<file path="config.mk">
export PLATFORM = sky130hd
export DESIGN_NAME = perf_cnt_mmio_reader_flat
export DESIGN_NICKNAME = d
export VERILOG_FILES = /design/src/rtl/perf_cnt_mmio_reader_if.sv /design/src/rtl/perf_cnt_mmio_reader.sv /design/src/flat_wrapper.sv
export SDC_FILE = /design/constraint.sdc
export NUM_CORES = 1
export LEC_CHECK = 0
export ABC_CLOCK_PERIOD_IN_PS = 3450
export CAP_MARGIN = 20
export CORE_MARGIN = 1.5
export CORE_UTILIZATION = 35
export DETAILED_ROUTE_END_ITERATION = 12
export GPL_ROUTABILITY_DRIVEN = 0
export HOLD_SLACK_MARGIN = 0.02
export PLACE_DENSITY = 0.71
export SLEW_MARGIN = 15
export SYNTH_ARGS = -nofsm -noshare
export SYNTH_HDL_FRONTEND = slang
export SYNTH_SLANG_ARGS = --single-unit
</file>
<file path="constraint.sdc">
create_clock -name clk -period 3.45 [get_ports clk]
set_input_delay 0.69 -clock clk [delete_from_list [all_inputs] [get_ports clk]]
set_output_delay 0.69 -clock clk [all_outputs]
set_load 0.1 [all_outputs]
</file>
<file path="src/rtl/perf_cnt_mmio_reader_if.sv">
// CPU load/store port of the perf-counter register block.
// Latency: n/a (signal bundle only).
// Backpressure: none; re/we are single-cycle strobes, rd_valid acknowledges reads.
interface perf_cnt_mmio_reader_if #(
  parameter int CNT_W = 16
);
  logic [15:0]      addr;
  logic             re;
  logic             we;
  logic [CNT_W-1:0] wdata;
  logic [CNT_W-1:0] rdata;
  logic             rd_valid;

  modport master (output addr, re, we, wdata, input rdata, rd_valid);
  modport slave  (input addr, re, we, wdata, output rdata, rd_valid);
endinterface

</file>
<file path="src/rtl/perf_cnt_mmio_reader.sv">
// Memory-mapped snapshot/clear/LFSR responder for branch-predictor counters.
// Latency: reads answered exactly 1 cycle after re; clr_cnts 1 cycle after the CLR write.
// Backpressure: none; every in-range access is accepted in its strobe cycle.
module perf_cnt_mmio_reader #(
  parameter logic [15:0] BASE_ADDR = 16'hC000,
  parameter int          CNT_W     = 16
) (
  input  logic                 clk,
  input  logic                 rst_n,
  perf_cnt_mmio_reader_if.slave bus,
  input  logic [CNT_W-1:0]     br_cnt_in,
  input  logic [CNT_W-1:0]     hit_cnt_in,
  input  logic [CNT_W-1:0]     mispr_cnt_in,
  input  logic [CNT_W-1:0]     timer_in,
  output logic                 clr_cnts
);

  logic [15:0]      off;
  logic             in_range;
  logic             wr_en;
  logic             rd_en;
  logic             wr_ctrl;
  logic             snap_load;
  logic [CNT_W-1:0] rd_mux;

  logic [CNT_W-1:0] br_snap_q;
  logic [CNT_W-1:0] hit_snap_q;
  logic [CNT_W-1:0] mispr_snap_q;
  logic [CNT_W-1:0] timer_snap_q;
  logic [CNT_W-1:0] age_q;
  logic [15:0]      lfsr_q;
  logic             auto_q;
  logic             snap_valid_q;

  // Only CTRL consumes write data, and only its low three bits.
  logic unused_wdata;
  assign unused_wdata = ^bus.wdata[CNT_W-1:3];

  // Offset arithmetic wraps, so anything below BASE_ADDR lands far out of range.
  assign off       = bus.addr - BASE_ADDR;
  assign in_range  = (off[15:3] == 13'd0);
  assign wr_en     = bus.we & in_range;
  // A simultaneous write wins; the read is dropped entirely.
  assign rd_en     = bus.re & ~bus.we & in_range;
  assign wr_ctrl   = wr_en & (off[2:0] == 3'd0);
  // AUTO in force this cycle or an explicit SNAP both capture the live counters.
  assign snap_load = auto_q | (wr_ctrl & bus.wdata[0]);

  // Read mux: value of the addressed register as seen in the re cycle.
  always_comb begin
    rd_mux = '0;
    case (off[2:0])
      3'd0: rd_mux = {{(CNT_W-4){1'b0}}, snap_valid_q, auto_q, 2'b00};
      3'd1: rd_mux = br_snap_q;
      3'd2: rd_mux = hit_snap_q;
      3'd3: rd_mux = mispr_snap_q;
      3'd4: rd_mux = timer_snap_q;
      3'd5: rd_mux = CNT_W'(lfsr_q);
      3'd6: rd_mux = age_q;
      default: rd_mux = '0;
    endcase
  end

  // Registered read response and clear pulse; reset kills any pending ones at once.
  always_ff @(posedge clk or negedge rst_n) begin
    if (!rst_n) begin
      bus.rd_valid <= 1'b0;
      bus.rdata    <= '0;
      clr_cnts     <= 1'b0;
    end else begin
      bus.rd_valid <= rd_en;
      bus.rdata    <= rd_en ? rd_mux : '0;
      clr_cnts     <= wr_ctrl & bus.wdata[1];
    end
  end

  // Snapshot capture uses the pre-clear live values since the clear lands a cycle later.
  always_ff @(posedge clk or negedge rst_n) begin
    if (!rst_n) begin
      br_snap_q    <= '0;
      hit_snap_q   <= '0;
      mispr_snap_q <= '0;
      timer_snap_q <= '0;
      snap_valid_q <= 1'b0;
    end else if (snap_load) begin
      br_snap_q    <= br_cnt_in;
      hit_snap_q   <= hit_cnt_in;
      mispr_snap_q <= mispr_cnt_in;
      timer_snap_q <= timer_in;
      snap_valid_q <= 1'b1;
    end
  end

  // AUTO control bit and the saturating snapshot age counter.
  always_ff @(posedge clk or negedge rst_n) begin
    if (!rst_n) begin
      auto_q <= 1'b0;
      age_q  <= '0;
    end else begin
      if (wr_ctrl) auto_q <= bus.wdata[2];
      if (snap_load)         age_q <= '0;
      else if (age_q != '1)  age_q <= age_q + CNT_W'(1);
    end
  end

  // Free-running Fibonacci LFSR; taps 15,14,12,3 keep it off the all-zero state.
  always_ff @(posedge clk or negedge rst_n) begin
    if (!rst_n) lfsr_q <= 16'hACE1;
    else        lfsr_q <= {lfsr_q[14:0], lfsr_q[15] ^ lfsr_q[14] ^ lfsr_q[12] ^ lfsr_q[3]};
  end

endmodule

</file>
<file path="src/flat_wrapper.sv">
// flat-port wrapper written by rule: the top's interface ports become plain ports
module perf_cnt_mmio_reader_flat 
#(
  parameter logic [15:0] BASE_ADDR = 16'hC000,
  parameter int          CNT_W     = 16
)
  (clk, rst_n, br_cnt_in, hit_cnt_in, mispr_cnt_in, timer_in, clr_cnts, bus_addr, bus_re, bus_we, bus_wdata, bus_rdata, bus_rd_valid);
  perf_cnt_mmio_reader_if #(.CNT_W(CNT_W)) bus_i ();
  input  logic clk;
  input  logic rst_n;
  input  logic [CNT_W-1:0] br_cnt_in;
  input  logic [CNT_W-1:0] hit_cnt_in;
  input  logic [CNT_W-1:0] mispr_cnt_in;
  input  logic [CNT_W-1:0] timer_in;
  output logic clr_cnts;
  input wire logic [$bits(bus_i.addr)-1:0] bus_addr;
  input wire logic [$bits(bus_i.re)-1:0] bus_re;
  input wire logic [$bits(bus_i.we)-1:0] bus_we;
  input wire logic [$bits(bus_i.wdata)-1:0] bus_wdata;
  output wire logic [$bits(bus_i.rdata)-1:0] bus_rdata;
  output wire logic [$bits(bus_i.rd_valid)-1:0] bus_rd_valid;
  assign bus_i.addr = bus_addr;
  assign bus_i.re = bus_re;
  assign bus_i.we = bus_we;
  assign bus_i.wdata = bus_wdata;
  assign bus_rdata = bus_i.rdata;
  assign bus_rd_valid = bus_i.rd_valid;
  perf_cnt_mmio_reader #(.BASE_ADDR(BASE_ADDR), .CNT_W(CNT_W)) u_core (.clk(clk), .rst_n(rst_n), .bus(bus_i), .br_cnt_in(br_cnt_in), .hit_cnt_in(hit_cnt_in), .mispr_cnt_in(mispr_cnt_in), .timer_in(timer_in), .clr_cnts(clr_cnts));
endmodule
</file>
Word level (Yosys, flattened, before mapping)
Index checks and enable logic that the tools add are counted.
Cells by class
  add/sub/neg operators: 2
  eq/ne operators: 7
  mux-type cells: 4
  bitwise gates (word level): 11
  reductions and logical operators: 3
Operator list (count)
  $pmux 16 s7: 1
  $mux 16: 3
  $add 16x1->16 const B: 1
  $ne 16x16->1 const B: 1
  $sub 16x16->16 const B: 1
  $logic_not 13->1: 1
  $eq 3x3->1 const B: 3
  $and 1x1->1: 6
  $eq 3x2->1 const B: 2
  $eq 3x1->1 const B: 1
  $logic_not 3->1: 1
  $xor 1x1->1: 3
  $reduce_bool 2->1: 1
  $not 1->1: 1
  $or 1x1->1: 1
Storage, ports and cells
  register bits: 116
  input bits: 100
  output and inout bits: 18
  logic and storage cells: 38

Depth between registers and ports, before layout
Gate-level depths: netlist (run 1).
  depth after elaboration: 7
  depth in mapped cells: 8
  depth with buffers taken out: 5

Least setup slack after synthesis (run 1)
OpenSTA, ideal clock, no wires.
  path kind: input to register
  start point: input bus_addr[2]
  end point: register u_core.br_snap_q[0]
  setup time: 0.125 ns
  arrival time: 2.076 ns
  slack: 1.249 ns
  stages: 7
  cells stage by stage: buf_2 > nor4b_1 > nand3_1 > o21bai_1 > buf_4 > buf_6 > mux2_2
On the way
  longest elaborated chain between the ends: 6
Ends and longest elaborated chain
  from (decl): line flat_wrapper.sv:16  | input wire logic [$bits(bus_i.addr)-1:0] bus_addr;
  $sub 16x16->16 (*): line perf_cnt_mmio_reader.sv:40  | assign off = bus.addr - BASE_ADDR;
  $logic_not 13->1: line perf_cnt_mmio_reader.sv:41  | assign in_range = (off[15:3] == 13'd0);
  $and 1x1->1: line perf_cnt_mmio_reader.sv:42  | assign wr_en = bus.we & in_range;
  $and 1x1->1 (*): line perf_cnt_mmio_reader.sv:45  | assign wr_ctrl = wr_en & (off[2:0] == 3'd0);
  $and 1x1->1 (*): line perf_cnt_mmio_reader.sv:47  | assign snap_load = auto_q | (wr_ctrl & bus.wdata[0]);
  $or 1x1->1 (*): line perf_cnt_mmio_reader.sv:47
  to (signal assigned): line perf_cnt_mmio_reader.sv:86  | br_snap_q <= br_cnt_in;
  to (decl): line perf_cnt_mmio_reader.sv:26  | logic [CNT_W-1:0] br_snap_q;
Every way passes the cells marked *; elsewhere a longest branch is shown, timed or not.
A chain may end at the register's enable or synchronous reset.

Final worst setup path (run 1)
  start point: register u_core.bus.rdata[14]
  end point: output bus_rdata[14]
RTL lines
  from (decl): line perf_cnt_mmio_reader_if.sv:15  | modport slave (input addr, re, we, wdata, output rdata, rd_valid);
  from (signal assigned): line perf_cnt_mmio_reader.sv:72  | bus.rdata <= rd_en ? rd_mux : '0;
  to (decl): line flat_wrapper.sv:20  | output wire logic [$bits(bus_i.rdata)-1:0] bus_rdata;
No word-level cell between the ends.

==> flow_metrics.tcl, run 1 <==
set metrics [dict create \
    synth_nets 501 \
    final_common_cell "dfrtp_1" \
    vias_per_cell 5.414 \
    drt_iter0_markers 222 \
    cp-start-kind "register" \
    maxSlewViolCount 0 \
    clk_latency_ns 0.41 \
    crit_type "register to primary output" \
    crit_arrival_ns 1.89 \
    antenna_found_initial 0 \
    synth_cell_types 52 \
    ys_async_sr_fraction 1.000 \
    dpl_worst_slack_ns 0.5613 \
    syn_inst 400 \
    dp_hpwl_um 8821 \
    finalInstanceArea_um2 7009 \
    io_pins 118 \
    std_cell_rows 44 \
    tightest_slew_ns 0.9803 \
    fmax_mhz 387.0 \
    syn-cell-area_um2 5167 \
    clock-sinks 116 \
    synth_seq_cells 116 \
    avgSynthCellArea_um2 12.92 \
    crit_path_end_kind "primary output" \
    hold_buffers 0 \
    fin_ws_ns 0.8661 \
    grt.met3_usage 0.05541 \
    fill_cells 1286 \
    cts_tree "built" \
    setup_violations 0 \
    use_met1 0.2140 \
    outcome "finished, final reports clean" \
    grt_pass1_wl_um 20820 \
    wirelength_um 12910 \
    fp.dieArea_um2 15500 \
    period_minus_slack_ns 2.584 \
    drv_cap 0 \
    setup_tns_ns 0 \
    ant_nets 0 \
    grt_max_degree 82 \
    wl_per_cell_um 18.44 \
    hp-class "input pin to asynchronous set/reset pin" \
    die_h_um 124.5 \
    use_met2 0.2796 \
    placed_area_um2 6316 \
    vdd_drop_max_v 0.0003431 \
    rsz0062_at_grt "false" \
    crit_chain "clkdlybuf4s50_1" \
    cts_resized 0 \
    grt_pass1_vias 3924 \
    die_x_um 124.5 \
    postCtsSetupBuffers 0 \
    p_leak_nw 3.144 \
    max_slew_margin 0.3445 \
    fin_nets 604 \
    drc_errors 0 \
    cts_max_level 4 \
    crit_slowest_cell "clkdlybuf4s50_1" \
    grt_usage 0.1716 \
    synth_edf_count 0 \
    period_share 0.7489 \
    stdcell_count 700 \
    ctsLongestPathBuffers 2 \
    yosysSeqAreaShare 0.5637 \
    critical_path.n_buffers_inverters 1 \
    top_usage_layer "met2" \
    clk_pin_slew_worst_paths_ns 0.05 \
    antenna_cells 0 \
    p_per_area_nw_per_um2 535.3 \
    coreArea_um2 14480 \
    slowest_delay_ns 1.13 \
    utilization 0.4841 \
    initial_core_util 0.3569 \
    io_buffers 104 \
    synthToLayoutAreaGrowth_pct 35.64 \
    grt-ovfl-total 0 \
    layout_common_cells "108 x dfrtp_1, 91 x clkdlybuf4s50_1, 80 x mux2_2" \
    firstDrtPassIters 5 \
    required_ns 2.76 \
    worstPathMaxFanout 1 \
    hold_viol_final 0 \
    yosys_warnings 0 \
    post-place-cells 668 \
    cts_root_buffer "clkbuf_16" \
    cpLargestDelayFamily "buffers and inverters" \
    finalClockSkew_ns 0.006762 \
    cts_inserted_buffers 17 \
    layout-drive-gt1-share 0.2946 \
    synth_ff_type "dfrtp_1" \
    via_count 3790 \
]
where the power goes:
part | internal (W) | switching (W)
clock network | 0.00145 | 0.000595
logic | 0.000135 | 0.000110
registers | 0.00140 | 0.0000700
total | 0.00298 | 0.000775
sequential cells by signal, summed over array words and instances (netlist names):
name	flops
u_core.age_q	16
u_core.mispr_snap_q	16
u_core.auto_q	1
u_core.br_snap_q	16
u_core.lfsr_q	16
u_core.clr_cnts	1
u_core.timer_snap_q	16
u_core.snap_valid_q	1
u_core.hit_snap_q	16
u_core.bus.rdata	16
u_core.bus.rd_valid	1
logic make-up after synthesis:
family	share of synthesized area
flip-flops	0.5637
AND/OR/NAND/NOR	0.08548
XOR/XNOR	0.01017
buffers and inverters	0.03535
adder cells (fa/ha/maj)	0.002421
multiplexers	0.2039
AO/OA/AOI/OAI	0.09903
through the flow:
step                      hold WS [ns]  total power, W
after floorplan                 0.3518        0.001560
after global placement          0.3567        0.001719
after detailed placement        0.3583        0.001729
after CTS                       0.3480        0.003779
after global routing            0.3730        0.003871
final                           0.3316        0.003752
cell type report:
type	count	area, um2	share of cell area
flip-flops and latches	116	2913	0.4156
multi-input cells	254	2083	0.2972
repair buffers	113	1086	0.1549
clock buffers	23	498.0	0.07105
well taps	184	230.2	0.03285
clock inverters	9	195.2	0.02785
inverters	1	3.754	0.0005355
cell usage after synthesis, drive strengths merged (8+ instances only):
master,number,area [um2]
mux2i,13,130.1
a211oi,11,82.58
buf,20,145.1
a21oi,23,115.1
mux2,80,900.9
nor2,24,90.09
clkbuf,9,33.78
dfrtp,108,2703
nand3,8,40.04
dfstp,8,210.2
a221oi,10,87.58
a22oi,9,67.56
per-layer routing:
metal / wire length (um) / up-vias / part of all wire
li1: - / 1701 / -
met1: 5504 / 1917 / 0.43
met2: 6381 / 149 / 0.49
met3: 751 / 23 / 0.058
met4: 267 / 0 / 0.021
met5: 0 / - / 0
worst paths after layout:
| check | slack, ns | cells after the start | from | end |
|---|---|---|---|---|
| worst max-delay path | 0.87 | 1 | u_core.bus.rdata[14] | bus_rdata[14] |
| worst min-delay path | 0.33 | 1 | rst_n | u_core.bus.rdata[7] |
| worst max register to register | 1.39 | 6 | u_core.age_q[1] | u_core.age_q[1] |
| worst min register to register | 0.37 | 0 | u_core.lfsr_q[5] | u_core.lfsr_q[6] |
| max in group asynchronous | 2.26 | 2 | rst_n | u_core.lfsr_q[6] |
| min in group clk | 0.37 | 0 | u_core.lfsr_q[5] | u_core.lfsr_q[6] |
Power figures use the tool's default switching activity.
==> run 2, diff against run 1 <==
--- a/config.mk
+++ b/config.mk
@@ -5,14 +5,14 @@
 export SDC_FILE = /design/constraint.sdc
 export NUM_CORES = 1
 export LEC_CHECK = 0
-export ABC_CLOCK_PERIOD_IN_PS = 3450
+export ABC_CLOCK_PERIOD_IN_PS = 2350
 export CAP_MARGIN = 20
 export CORE_MARGIN = 1.5
 export CORE_UTILIZATION = 35
 export DETAILED_ROUTE_END_ITERATION = 12
 export GPL_ROUTABILITY_DRIVEN = 0
 export HOLD_SLACK_MARGIN = 0.02
-export PLACE_DENSITY = 0.71
+export PLACE_DENSITY = 0.73
 export SLEW_MARGIN = 15
 export SYNTH_ARGS = -nofsm -noshare
 export SYNTH_HDL_FRONTEND = slang
==> constraint.sdc (replaced) <==
create_clock -name clk -period 2.35 [get_ports clk]
set_input_delay 0.47 -clock clk [delete_from_list [all_inputs] [get_ports clk]]
set_output_delay 0.47 -clock clk [all_outputs]
set_load 0.1 [all_outputs]
==> flow_metrics.tcl, run 2 (synthesis results as in run 1) <==
set metrics [dict create \
    outcome "finished, final reports clean" \
    initial_core_util 0.3569 \
    setup_violations 0 \
    cts_max_level 4 \
    cpLargestDelayFamily "buffers and inverters" \
    r2r_setup_slack_ns 0.46 \
    crit_type "input pin to register" \
    startpoint "bus_addr[2]" \
    seqCellArea_um2 2913 \
    crit_arrival_ns 2.36 \
    drc_errors 0 \
    pwr-share-comb 0.073 \
    cts_tree "built" \
    grt_pass1_wl_um 20870 \
    hold_viol_final 0 \
    io_buffers 104 \
    clk_pin_slew_worst_paths_ns 0.05 \
    worstPathMaxFanout 24 \
    cp-start-kind "input pin" \
    period_share 0.8718 \
    rsz0062_at_grt "false" \
    multi_input_area_um2 2083 \
    maxSlewViolCount 0 \
    critical_path.n_buffers_inverters 2 \
    ant_nets 0 \
    grt_max_degree 44 \
    grt_usage 0.1753 \
    rr_startpoint "u_core.age_q[0]" \
    switchingPower_w 0.001148 \
    hp-class "input pin to asynchronous set/reset pin" \
    crit_path_end_kind "register" \
    p_seq_frac 0.422 \
    final_common_cell "dfrtp_1" \
    wl_per_cell_um 18.18 \
    synthToLayoutAreaGrowth_pct 36.46 \
    hold_buffers 0 \
    coreArea_um2 14480 \
    fill_cells 1257 \
    max_slew_margin 0.4827 \
    cts_inserted_buffers 17 \
    internal-power_w 0.003947 \
    fmax_mhz 488.1 \
    wirelength_um 12980 \
    vias_per_cell 5.209 \
    cts_resized 0 \
    antenna_found_initial 0 \
    slowest_delay_ns 0.64 \
    via_count 3719 \
    drt_iter0_markers 272 \
    antenna_cells 0 \
    grt_pass1_vias 4004 \
    firstDrtPassIters 4 \
    period_minus_slack_ns 2.049 \
    cts_root_buffer "clkbuf_16" \
    endpoint "u_core.bus.rdata[13]" \
    p_per_area_nw_per_um2 722.5 \
    clock-sinks 116 \
    dp_hpwl_um 9327 \
    die_x_um 124.5 \
    die_h_um 124.5 \
    layout_common_cells "108 x dfrtp_1, 84 x clkdlybuf4s50_1, 80 x mux2_2" \
    finalClockSkew_ns 0.02299 \
    p_sw_frac 0.2253 \
    std_cell_rows 44 \
    required_ns 2.67 \
    vdd_drop_max_v 0.0004842 \
    crit_slowest_cell "nor2b_1" \
    ctsLongestPathBuffers 2 \
    grt-ovfl-total 0 \
    io_pins 118 \
    reg2reg_depth 6 \
    drv_cap 0 \
    clk_latency_ns 0.42 \
    pwr-share-clk 0.505 \
    setup_tns_ns 0 \
    p_leak_nw 3.199 \
    r2r_end "u_core.age_q[7]" \
    cp_num_cells 5 \
    layout-drive-gt1-share 0.3264 \
    crit_chain "clkdlybuf4s50_1 > buf_4 > nor2b_1 > a221oi_1 > a211oi_1" \
    fp.dieArea_um2 15500 \
    tightest_slew_ns 0.7744 \
    utilization 0.4870 \
    fin_nets 618 \
    postCtsSetupBuffers 0 \
]
## run 2: how the worst min path moves through the flow
stage	from	endpoint	cells past startpoint
floorplan	rst_n	u_core.age_q[0]	0
CTS	rst_n	u_core.age_q[2]	1
finish	rst_n	u_core.bus.rdata[9]	1
detailed placement	u_core.lfsr_q[5]	u_core.lfsr_q[6]	0
global route	rst_n	u_core.hit_snap_q[9]	1
global placement	u_core.lfsr_q[1]	u_core.lfsr_q[2]	0
## run 2: layout make-up
type                    count  share of cell area
inverters                   1           0.0005323
clock inverters             9             0.01419
clock buffers              23             0.07062
multi-input cells         254              0.2954
flip-flops and latches    116              0.4131
well taps                 184             0.03265
repair buffers            127              0.1735
## run 2: layer usage
metal,up-vias,share of wire,GRT usage
li1,1727,-,-
met1,1868,0.42,0.2103
met2,107,0.51,0.2948
met3,17,0.049,0.04467
met4,0,0.022,0.08249
met5,-,0,0
## run 2: through the flow
step                      total power (W)  std cells  area (um2)  setup WS [ns]  hold slack, ns
after global routing             0.005264        714        7052         0.1791         0.08417
after CTS                        0.005130        714        7052         0.3009         0.05931
after global placement           0.002539        682        6454        -0.1221          0.3563
final                            0.005095        714        7052         0.3012         0.05469
after floorplan                  0.002291        400        5167         0.3693          0.1744
after detailed placement         0.002555        682        6454        -0.1214          0.3592
## run 2: power groups by stage
stage                     Combinational, W  Sequential [W]  Clock, W
after floorplan                   0.000158         0.00213         0
after global placement            0.000365         0.00217         0
after detailed placement          0.000378         0.00218         0
after CTS                         0.000377         0.00215   0.00261
after global routing              0.000408         0.00216   0.00270
final                             0.000373         0.00215   0.00257
